$ cat src/rtl/picomips_pkg.sv
// Shared opcode, ALU and state encodings for the picoMIPS control path,
// plus the single-cycle decode table used by the control FSM.
package picomips_pkg;

    typedef enum logic [2:0] {
        NOP   = 3'd0,
        ADD   = 3'd1,
        MULT  = 3'd2,
        ADDI  = 3'd3,
        SUBI  = 3'd4,
        MULTI = 3'd5,
        WLD0  = 3'd6,
        WLD1  = 3'd7
    } opcode_t;

    typedef enum logic [1:0] {
        ALU_ADD  = 2'd0,
        ALU_SUB  = 2'd1,
        ALU_MUL  = 2'd2,
        ALU_PASS = 2'd3
    } alu_t;

    typedef enum logic [1:0] {
        EXEC      = 2'd0,
        MULT_WAIT = 2'd1,
        WAIT_HI   = 2'd2,
        WAIT_LO   = 2'd3
    } state_t;

    typedef struct packed {
        alu_t alu;
        logic imm;
        logic w;
    } decode_t;

    // Datapath controls for an opcode once it completes; NOP writes nothing.
    function automatic decode_t decode(opcode_t op);
        decode_t d;
        d = '{alu: ALU_ADD, imm: 1'b0, w: 1'b1};
        case (op)
            NOP:   d.w   = 1'b0;
            ADDI:  d.imm = 1'b1;
            SUBI:  d     = '{alu: ALU_SUB, imm: 1'b1, w: 1'b1};
            MULT:  d.alu = ALU_MUL;
            MULTI: d     = '{alu: ALU_MUL, imm: 1'b1, w: 1'b1};
            WLD0,
            WLD1:  d.alu = ALU_PASS;
            default: d   = d;
        endcase
        return d;
    endfunction

endpackage

$ cat src/rtl/hs_debouncer.sv
// Synchroniser plus stability counter for the raw handshake switch; the
// debounced level only moves after DEBOUNCE_CYCLES consecutive differing samples.
module hs_debouncer #(
    parameter int SYNC_STAGES     = 2,
    parameter int DEBOUNCE_CYCLES = 4
) (
    input  logic clk,
    input  logic n_reset,
    input  logic raw,
    output logic debounced
);

    localparam int DB_W = (DEBOUNCE_CYCLES > 1) ? $clog2(DEBOUNCE_CYCLES) : 1;
    localparam logic [DB_W-1:0] DB_LAST = DB_W'(DEBOUNCE_CYCLES - 1);

    logic [SYNC_STAGES-1:0] sync_q;
    logic [DB_W-1:0]        cnt_q;
    logic                   synced;

    assign synced = sync_q[SYNC_STAGES-1];

    // NOTE: sequential state uses non-blocking assignments so every flop
    // samples pre-edge values and the shift chain does not collapse.
    always_ff @(posedge clk or negedge n_reset) begin
        if (!n_reset) begin
            sync_q    <= '0;
            cnt_q     <= '0;
            debounced <= 1'b0;
        end else begin
            sync_q <= {sync_q[SYNC_STAGES-2:0], raw};
            if (synced == debounced) begin
                cnt_q <= '0;
            end else if (cnt_q == DB_LAST) begin
                cnt_q     <= '0;
                debounced <= synced;
            end else begin
                cnt_q <= cnt_q + DB_W'(1);
            end
        end
    end

endmodule

$ cat src/rtl/picomips_control_fsm.sv
// picoMIPS instruction control: Mealy decode of the opcode with stalls for
// multi-cycle multiply and for the debounced handshake switch (WLD0/WLD1).
module picomips_control_fsm
    import picomips_pkg::*;
#(
    parameter int OPCODE_SIZE     = 3,
    parameter int ALU_FUNC_SIZE   = 2,
    parameter int MULT_CYCLES     = 2,
    parameter int SYNC_STAGES     = 2,
    parameter int DEBOUNCE_CYCLES = 4
) (
    input  logic                     clk,
    input  logic                     n_reset,
    input  logic [OPCODE_SIZE-1:0]   opcode,
    input  logic                     handshake_switch,
    output logic                     pc_inc,
    output logic [ALU_FUNC_SIZE-1:0] alu_func,
    output logic                     imm,
    output logic                     w,
    output logic                     busy,
    output logic                     illegal
);

    localparam int CNT_W = (MULT_CYCLES > 1) ? $clog2(MULT_CYCLES) : 1;
    localparam logic [CNT_W-1:0] MULT_LAST = CNT_W'(MULT_CYCLES - 1);

    state_t           state_q, state_d;
    opcode_t          op_q, op_d;
    logic [CNT_W-1:0] cnt_q, cnt_d;
    opcode_t          live_op, cur_op;
    decode_t          dec;
    logic             debounced, illegal_op;
    logic             pc_inc_c, w_c, illegal_c;

    hs_debouncer #(
        .SYNC_STAGES    (SYNC_STAGES),
        .DEBOUNCE_CYCLES(DEBOUNCE_CYCLES)
    ) u_debouncer (
        .clk      (clk),
        .n_reset  (n_reset),
        .raw      (handshake_switch),
        .debounced(debounced)
    );

    if (OPCODE_SIZE > 3) begin : g_wide_opcode
        assign illegal_op = |opcode[OPCODE_SIZE-1:3];
    end else begin : g_narrow_opcode
        assign illegal_op = 1'b0;
    end

    assign live_op = opcode_t'(opcode[2:0]);
    // Wait states run off the latched opcode so the fetch side may move on.
    assign cur_op  = (state_q == EXEC) ? live_op : op_q;

    always_ff @(posedge clk or negedge n_reset) begin
        if (!n_reset) begin
            state_q <= EXEC;
            op_q    <= NOP;
            cnt_q   <= '0;
        end else begin
            state_q <= state_d;
            op_q    <= op_d;
            cnt_q   <= cnt_d;
        end
    end

    // NOTE: every combinational output gets a default first so no path
    // through the case below can leave one unassigned and infer a latch.
    always_comb begin
        state_d   = state_q;
        op_d      = op_q;
        cnt_d     = cnt_q;
        pc_inc_c  = 1'b0;
        w_c       = 1'b0;
        illegal_c = 1'b0;
        dec       = decode(cur_op);

        case (state_q)
            EXEC: begin
                if (illegal_op) begin
                    dec       = decode(NOP);
                    pc_inc_c  = 1'b1;
                    illegal_c = 1'b1;
                end else begin
                    case (live_op)
                        MULT, MULTI: begin
                            if (MULT_CYCLES == 1) begin
                                pc_inc_c = 1'b1;
                                w_c      = 1'b1;
                            end else begin
                                op_d    = live_op;
                                cnt_d   = CNT_W'(1);
                                state_d = MULT_WAIT;
                            end
                        end
                        WLD1: begin
                            if (debounced) begin
                                pc_inc_c = 1'b1;
                                w_c      = 1'b1;
                            end else begin
                                op_d    = live_op;
                                state_d = WAIT_HI;
                            end
                        end
                        WLD0: begin
                            if (!debounced) begin
                                pc_inc_c = 1'b1;
                                w_c      = 1'b1;
                            end else begin
                                op_d    = live_op;
                                state_d = WAIT_LO;
                            end
                        end
                        default: begin
                            pc_inc_c = 1'b1;
                            w_c      = dec.w;
                        end
                    endcase
                end
            end
            MULT_WAIT: begin
                if (cnt_q == MULT_LAST) begin
                    pc_inc_c = 1'b1;
                    w_c      = 1'b1;
                    cnt_d    = '0;
                    state_d  = EXEC;
                end else begin
                    cnt_d = cnt_q + CNT_W'(1);
                end
            end
            WAIT_HI: begin
                if (debounced) begin
                    pc_inc_c = 1'b1;
                    w_c      = 1'b1;
                    state_d  = EXEC;
                end
            end
            WAIT_LO: begin
                if (!debounced) begin
                    pc_inc_c = 1'b1;
                    w_c      = 1'b1;
                    state_d  = EXEC;
                end
            end
            default: state_d = EXEC;
        endcase
    end

    // Reset asserted gates every output to zero without waiting for a clock.
    assign pc_inc   = n_reset & pc_inc_c;
    assign w        = n_reset & w_c;
    assign busy     = n_reset & ~pc_inc_c;
    assign illegal  = n_reset & illegal_c;
    assign imm      = n_reset & dec.imm;
    assign alu_func = n_reset ? ALU_FUNC_SIZE'(dec.alu) : '0;

endmodule
$ cat config.mk
export PLATFORM = sky130hd
export DESIGN_NAME = picomips_control_fsm
export DESIGN_NICKNAME = d
export VERILOG_FILES = /design/src/rtl/picomips_pkg.sv /design/src/rtl/hs_debouncer.sv /design/src/rtl/picomips_control_fsm.sv
export SDC_FILE = /design/constraint.sdc
export NUM_CORES = 1
export LEC_CHECK = 0
export CAP_MARGIN = 10
export CORE_MARGIN = 2
export CORE_UTILIZATION = 53
export CTS_CLUSTER_DIAMETER = 60
export DETAILED_ROUTE_END_ITERATION = 8
export PLACE_DENSITY = 0.8
export SLEW_MARGIN = 15
export SYNTH_ARGS = -nofsm -noshare
export SYNTH_HDL_FRONTEND = slang
export SYNTH_SLANG_ARGS = --single-unit
$ cat constraint.sdc
create_clock -name clk -period 2.4 [get_ports clk]
set_input_delay 0.24 -clock clk [delete_from_list [all_inputs] [get_ports clk]]
set_output_delay 0.24 -clock clk [all_outputs]
set_load 0.03 [all_outputs]
# Yosys cells after proc, flatten, opt, wreduce, memory -nomap -nowiden
# Index checks and enable logic that the tools add are counted.
[op_classes]
n_addsub = 2
n_eq_ne = 24
muxes = 27
bitwise_logic = 6
n_reduce_logical = 12
[ops]
columns = ["cell", "count"]
rows = [
  ["$eq 3x3->1 const B", 7],
  ["$mux 2", 8],
  ["$pmux 2 s3", 2],
  ["$eq 3x2->1 const B", 3],
  ["$mux 3", 3],
  ["$pmux 3 s3", 1],
  ["$pmux 1 s4", 2],
  ["$pmux 2 s4", 1],
  ["$mux 1", 7],
  ["$eq 2x2->1 const B", 3],
  ["$ne 2x1->1 const B", 3],
  ["$ne 2x2->1 const B", 3],
  ["$pmux 1 s3", 2],
  ["$reduce_and 6->1", 1],
  ["$reduce_or 2->1", 3],
  ["$and 1x1->1", 4],
  ["$ne 4x1->1 const B", 1],
  ["$reduce_and 2->1", 2],
  ["$reduce_and 4->1", 1],
  ["$logic_not 3->1", 1],
  ["$ne 3x2->1 const B", 1],
  ["$ne 3x3->1 const B", 1],
  ["$reduce_bool 3->1", 1],
  ["$reduce_or 3->1", 1],
  ["8 further kinds", 9],
]
[totals]
ff_bits = 11
in_bits = 6
output_inout_bits = 7
word_cells = 77

# Logic depth before layout (Yosys ltp)
[logic_depth]
ltp_word = 7
depth_mapped = 5
mapped_depth_nobuf = 4

# Cells and area by module
# Synthesis repeated with hierarchy kept, for this count alone.
[hier_totals]
hier_cells = 73
hier_area_um2 = 678.2
[modules_own_cells]
columns = ["module", "n_inst", "cells_each", "area_each_um2", "seq_area_each_um2"]
rows = [
  ["picomips_control_fsm", 1, 63, 504.2, 150.1],
  ["hs_debouncer", 1, 10, 173.9, 125.1],
]

# Worst setup path before layout
# Ideal clock, no wire load.
[synth_path]
path_kind = "flip-flop to output port"
startpoint = "reg u_debouncer.debounced"
endpoint = "out w"
arrival_time_ns = 1.907
required_ns = 2.160
slack_ns = 0.253
stages_incl_launch_ff = 5
path_buffers = 0
cell_sequence = "dfrtp_1 > nand2b_2 > and3_4 > a211oi_2 > a21boi_1"
[synth_via]
elab_chain_len = 4
elab_cells_between_ends = 5
cone_classes = "mux: 4; bitwise: 1"
[synth_rtl]
columns = ["item", "line", "rtl"]
rows = [
  ["start: declaration", "hs_debouncer.sv:10", "output logic debounced"],
  ["start signal: assignment", "hs_debouncer.sv:35", "debounced <= synced;"],
  ["$mux 1, on equally long branches", "--", ""],
  ["$pmux 1 s3", "picomips_control_fsm.sv:85", "case (live_op)"],
  ["$pmux 1 s4 *", "picomips_control_fsm.sv:78", "case (state_q)"],
  ["$and 1x1->1 *", "picomips_control_fsm.sv:151", "assign w = n_reset & w_c;"],
  ["end: declaration", "picomips_control_fsm.sv:19", "output logic w,"],
]
# Every way passes the cells marked *; elsewhere a longest branch is shown, timed or not.

# Final worst setup path
[layout_path]
startpoint = "in opcode[2]"
endpoint = "out busy"
[layout_via]
elab_chain_len = 6
elab_cells_between_ends = 9
cone_classes = "eq/ne: 4; mux: 2; bitwise: 2; reduce/logical: 1"
[layout_rtl]
columns = ["item", "line", "rtl"]
rows = [
  ["start: declaration", "picomips_control_fsm.sv:14", "input logic [OPCODE_SIZE-1:0] opcode,"],
  ["$eq 3x2->1 or $eq 3x3->1 (tied branches)", "picomips_control_fsm.sv:85", ""],
  ["$reduce_or 2->1", "picomips_control_fsm.sv:85", ""],
  ["$pmux 1 s3 *", "picomips_control_fsm.sv:85", ""],
  ["$pmux 1 s4 *", "picomips_control_fsm.sv:78", ""],
  ["$not 1->1 *", "picomips_control_fsm.sv:152", "assign busy = n_reset & ~pc_inc_c;"],
  ["$and 1x1->1 *", "picomips_control_fsm.sv:152", ""],
  ["end: declaration", "picomips_control_fsm.sv:20", "output logic busy,"],
]
# Marked as above.

==> results.yml <==
clocking:
  holdBufCountCts: 0
  numClockSinks: 11
  cts_buffer_depth: 2
  cts_tree: "built"
  clk_pin_slew_ns: 0.07
  clock-root-buffer: "clkbuf_4"
  cts_buffers: 3
  clk_latency_ns: 0.26
  cts.htree.levels: 1
synth:
  synth_common_cells: "dfrtp_1, mux2_4, nor2_1, o21ai_0"
  ys_async_sr_fraction: 1.00
  yosysTopAreaCell: "dfrtp_1"
  synth_seq_cells: 11
  synth.area.top_cells: "dfrtp_1, mux2_4, mux2i_1"
  yosysMostFrequentCell: "dfrtp_1"
  ys.flop_type: "dfrtp_1"
  synth.avg_cell_area_um2: 10.7
  synth-seq-area-share: 0.396
  syn_area_um2: 696
  netlist_instances: 65
  synth_top_area_share: 0.396
  synth.distinct_cells: 35
  ys.warnings.count: 0
  synth-edff-count: 0
  syn-num-nets: 72
critical_path:
  cp-end-kind: "output port"
  cp.buffers_inverters: 2
  critPathLaunchType: "primary input"
  crit_family: "buffers and inverters"
  crit_top_cell: "clkdlybuf4s50_1"
  cp_data_arrival_time_ns: 2.07
  worstPathCellList: "clkdlybuf4s50_1 > nand2_1 > o22ai_4 > nand2_4 > a21oi_1 > clkdlybuf4s50_1"
  critPathRequiredTime_ns: 2.16
  critical_path_class: "in2out"
  cpMaxStageDelayCell: "clkdlybuf4s50_1"
  cp_max_fo: 5
  critPathMaxStageDelay_ns: 0.68
cells_and_area:
  fin_area_um2: 898
  area_growth_pct: 29.1
  fin_util: 0.708
  drive_above_1_share: 0.302
  layout.cells.non_filler: 101
  diodes: 0
  nNetsFinal: 94
timing:
  fin_ws_ns: 0.0874
  fin_skew_ns: 0.00746
  rsz0062_at_grt: "no"
  setup_viol: 0
  slew_violations: 0
  fin_crit_ns: 2.31
  tns_ns: 0
  hold_violations: 0
  fmax_mhz: 432
  hold_ws_ns: 0.371
  fin_crit_sh: 0.964
pwr:
  switching_power_mw: 0.439
  p_comb_frac: 0.600
  p_per_area_mw_per_mm2: 1210
  pwr-share-seq: 0.291
  power_mw: 1.09
  total_leakage_power_nw: 0.447
  power.internal_mw: 0.651
  ir_drop_v: 0.000675
  switching_share: 0.403
  clock_power_share: 0.109
routing:
  first_iter_violations: 5
  firstDrtPassIters: 4
  viasPerCell: 5.27
  vias: 532
  drc: 0
  routed_wl_um: 1260
  wl_per_cell_um: 12.5
  ant_nets: 0
placement:
  place_area_um2: 866
  placed_cells: 97
  place_ws_ns: 0.0376
  gp_congestion: 0.738
  io_buffers: 11
  place_hpwl_um: 982
floorplanning:
  die_y_um: 40.2
  initial_core_util: 0.548
  rows: 13
  core_mm2: 0.00127
  die_area_mm2: 0.00162
  die_width_um: 40.2
  io-pin-count: 13
global_route:
  antenna_found_initial: 0
  grt_max_degree: 9
  grt_overflow_total: 0
  grt_usage: 0.198
  grt_pass1_wl_um: 1990
  grt_pass1_vias: 476
run_status:
  status: "finished clean"
flow_run:
  maxCapViolations: 0
worst_hold_path:
  min_path_type: "reg2reg"
==> registers in the layout, indices dropped and copies added, names as in the netlist <==
signal and count:
op_q 3, state_q 2, u_debouncer.cnt_q 2, u_debouncer.sync_q 2, cnt_q 1, u_debouncer.debounced 1
==> cell usage in the layout (no fill, tap or decap), types with 2 or more instances in the layout <==
cell type | netlist | routed
mux2i_1 | 3 | 3
clkdlybuf4s50_1 | 0 | 6
inv_1 | 2 | 2
and2_1 | 2 | 2
o21ai_0 | 4 | 4
nand2_1 | 3 | 3
mux2_4 | 4 | 4
dfrtp_1 | 11 | 11
a211oi_1 | 2 | 2
dlymetal6s2s_1 | 0 | 3
nor2b_1 | 2 | 2
nand2b_1 | 2 | 2
nor3_1 | 2 | 2
nor2_1 | 4 | 4
o22ai_1 | 2 | 2
buf_4 | 1 | 10
clkbuf_4 | 0 | 3
==> cell type report <==
| class | instances | area, um^2 |
|---|---|---|
| fill | 103 | 370 |
| clock buffer | 4 | 26.3 |
| multi-input combinational | 49 | 389 |
| sequential | 11 | 275 |
| timing repair buffer | 20 | 181 |
| inverter | 2 | 7.51 |
| tap | 15 | 18.8 |
==> path summary, 6_finish.rpt <==
check | end | start | depth (start not counted) | slack [ns]
worst min register to register | u_debouncer.sync_q[1] | u_debouncer.sync_q[0] | 0 | 0.37
worst max register to register | op_q[2] | u_debouncer.debounced | 5 | 0.90
max in group asynchronous | u_debouncer.cnt_q[1] | n_reset | 2 | 1.89
min in group asynchronous | u_debouncer.sync_q[0] | n_reset | 2 | 0.38
worst max-delay path | busy | opcode[2] | 6 | 0.09
worst min-delay path | u_debouncer.sync_q[1] | u_debouncer.sync_q[0] | 0 | 0.37
==> cell families (layout without fill, tap and decap cells) <==
| group | after synthesis | count (layout) | synth area share |
|---|---|---|---|
| other cells | 1 | 1 | 0.00539 |
| fa+ha+maj | 1 | 1 | 0.0180 |
| mux | 8 | 8 | 0.146 |
| compound gates | 16 | 16 | 0.178 |
| flops | 11 | 11 | 0.396 |
| buf+inv | 5 | 26 | 0.0450 |
| xor+xnor | 1 | 1 | 0.0126 |
| simple gates | 22 | 22 | 0.200 |
==> worst register-to-register path, stage by stage (launching register included) <==
cell	delay (ns)
dfrtp_1	0.45
and2_1	0.22
o22ai_4	0.21
nand2_4	0.07
buf_4	0.15
mux2_4	0.29
==> power by group through the flow <==
| stage | Sequential (mW) | Combinational, mW | Clock (mW) |
|---|---|---|---|
| floorplan | 0.314 | 0.477 | 0 |
| global placement | 0.319 | 0.654 | 0 |
| detailed placement | 0.321 | 0.664 | 0 |
| CTS | 0.317 | 0.663 | 0.127 |
| global route | 0.327 | 0.716 | 0.136 |
| finish | 0.317 | 0.654 | 0.119 |
==> per-layer routing <==
metal  routed length (um)  GRT usage  vias up  part of all wire
met4                    6      0.100        0            0.0047
met5                    0          0        -                 0
met2                  628      0.306       11              0.50
li1                     -          -      271                 -
met1                  580      0.246      248              0.46
met3                   48     0.0667        2             0.038
==> what timing repair did <==
item	CTS	global route
pin swaps	0	0
gates resized for setup	1	3
setup buffers	0	0
endpoints found under the setup margin	1	3
(Power assumes the default switching activity.)
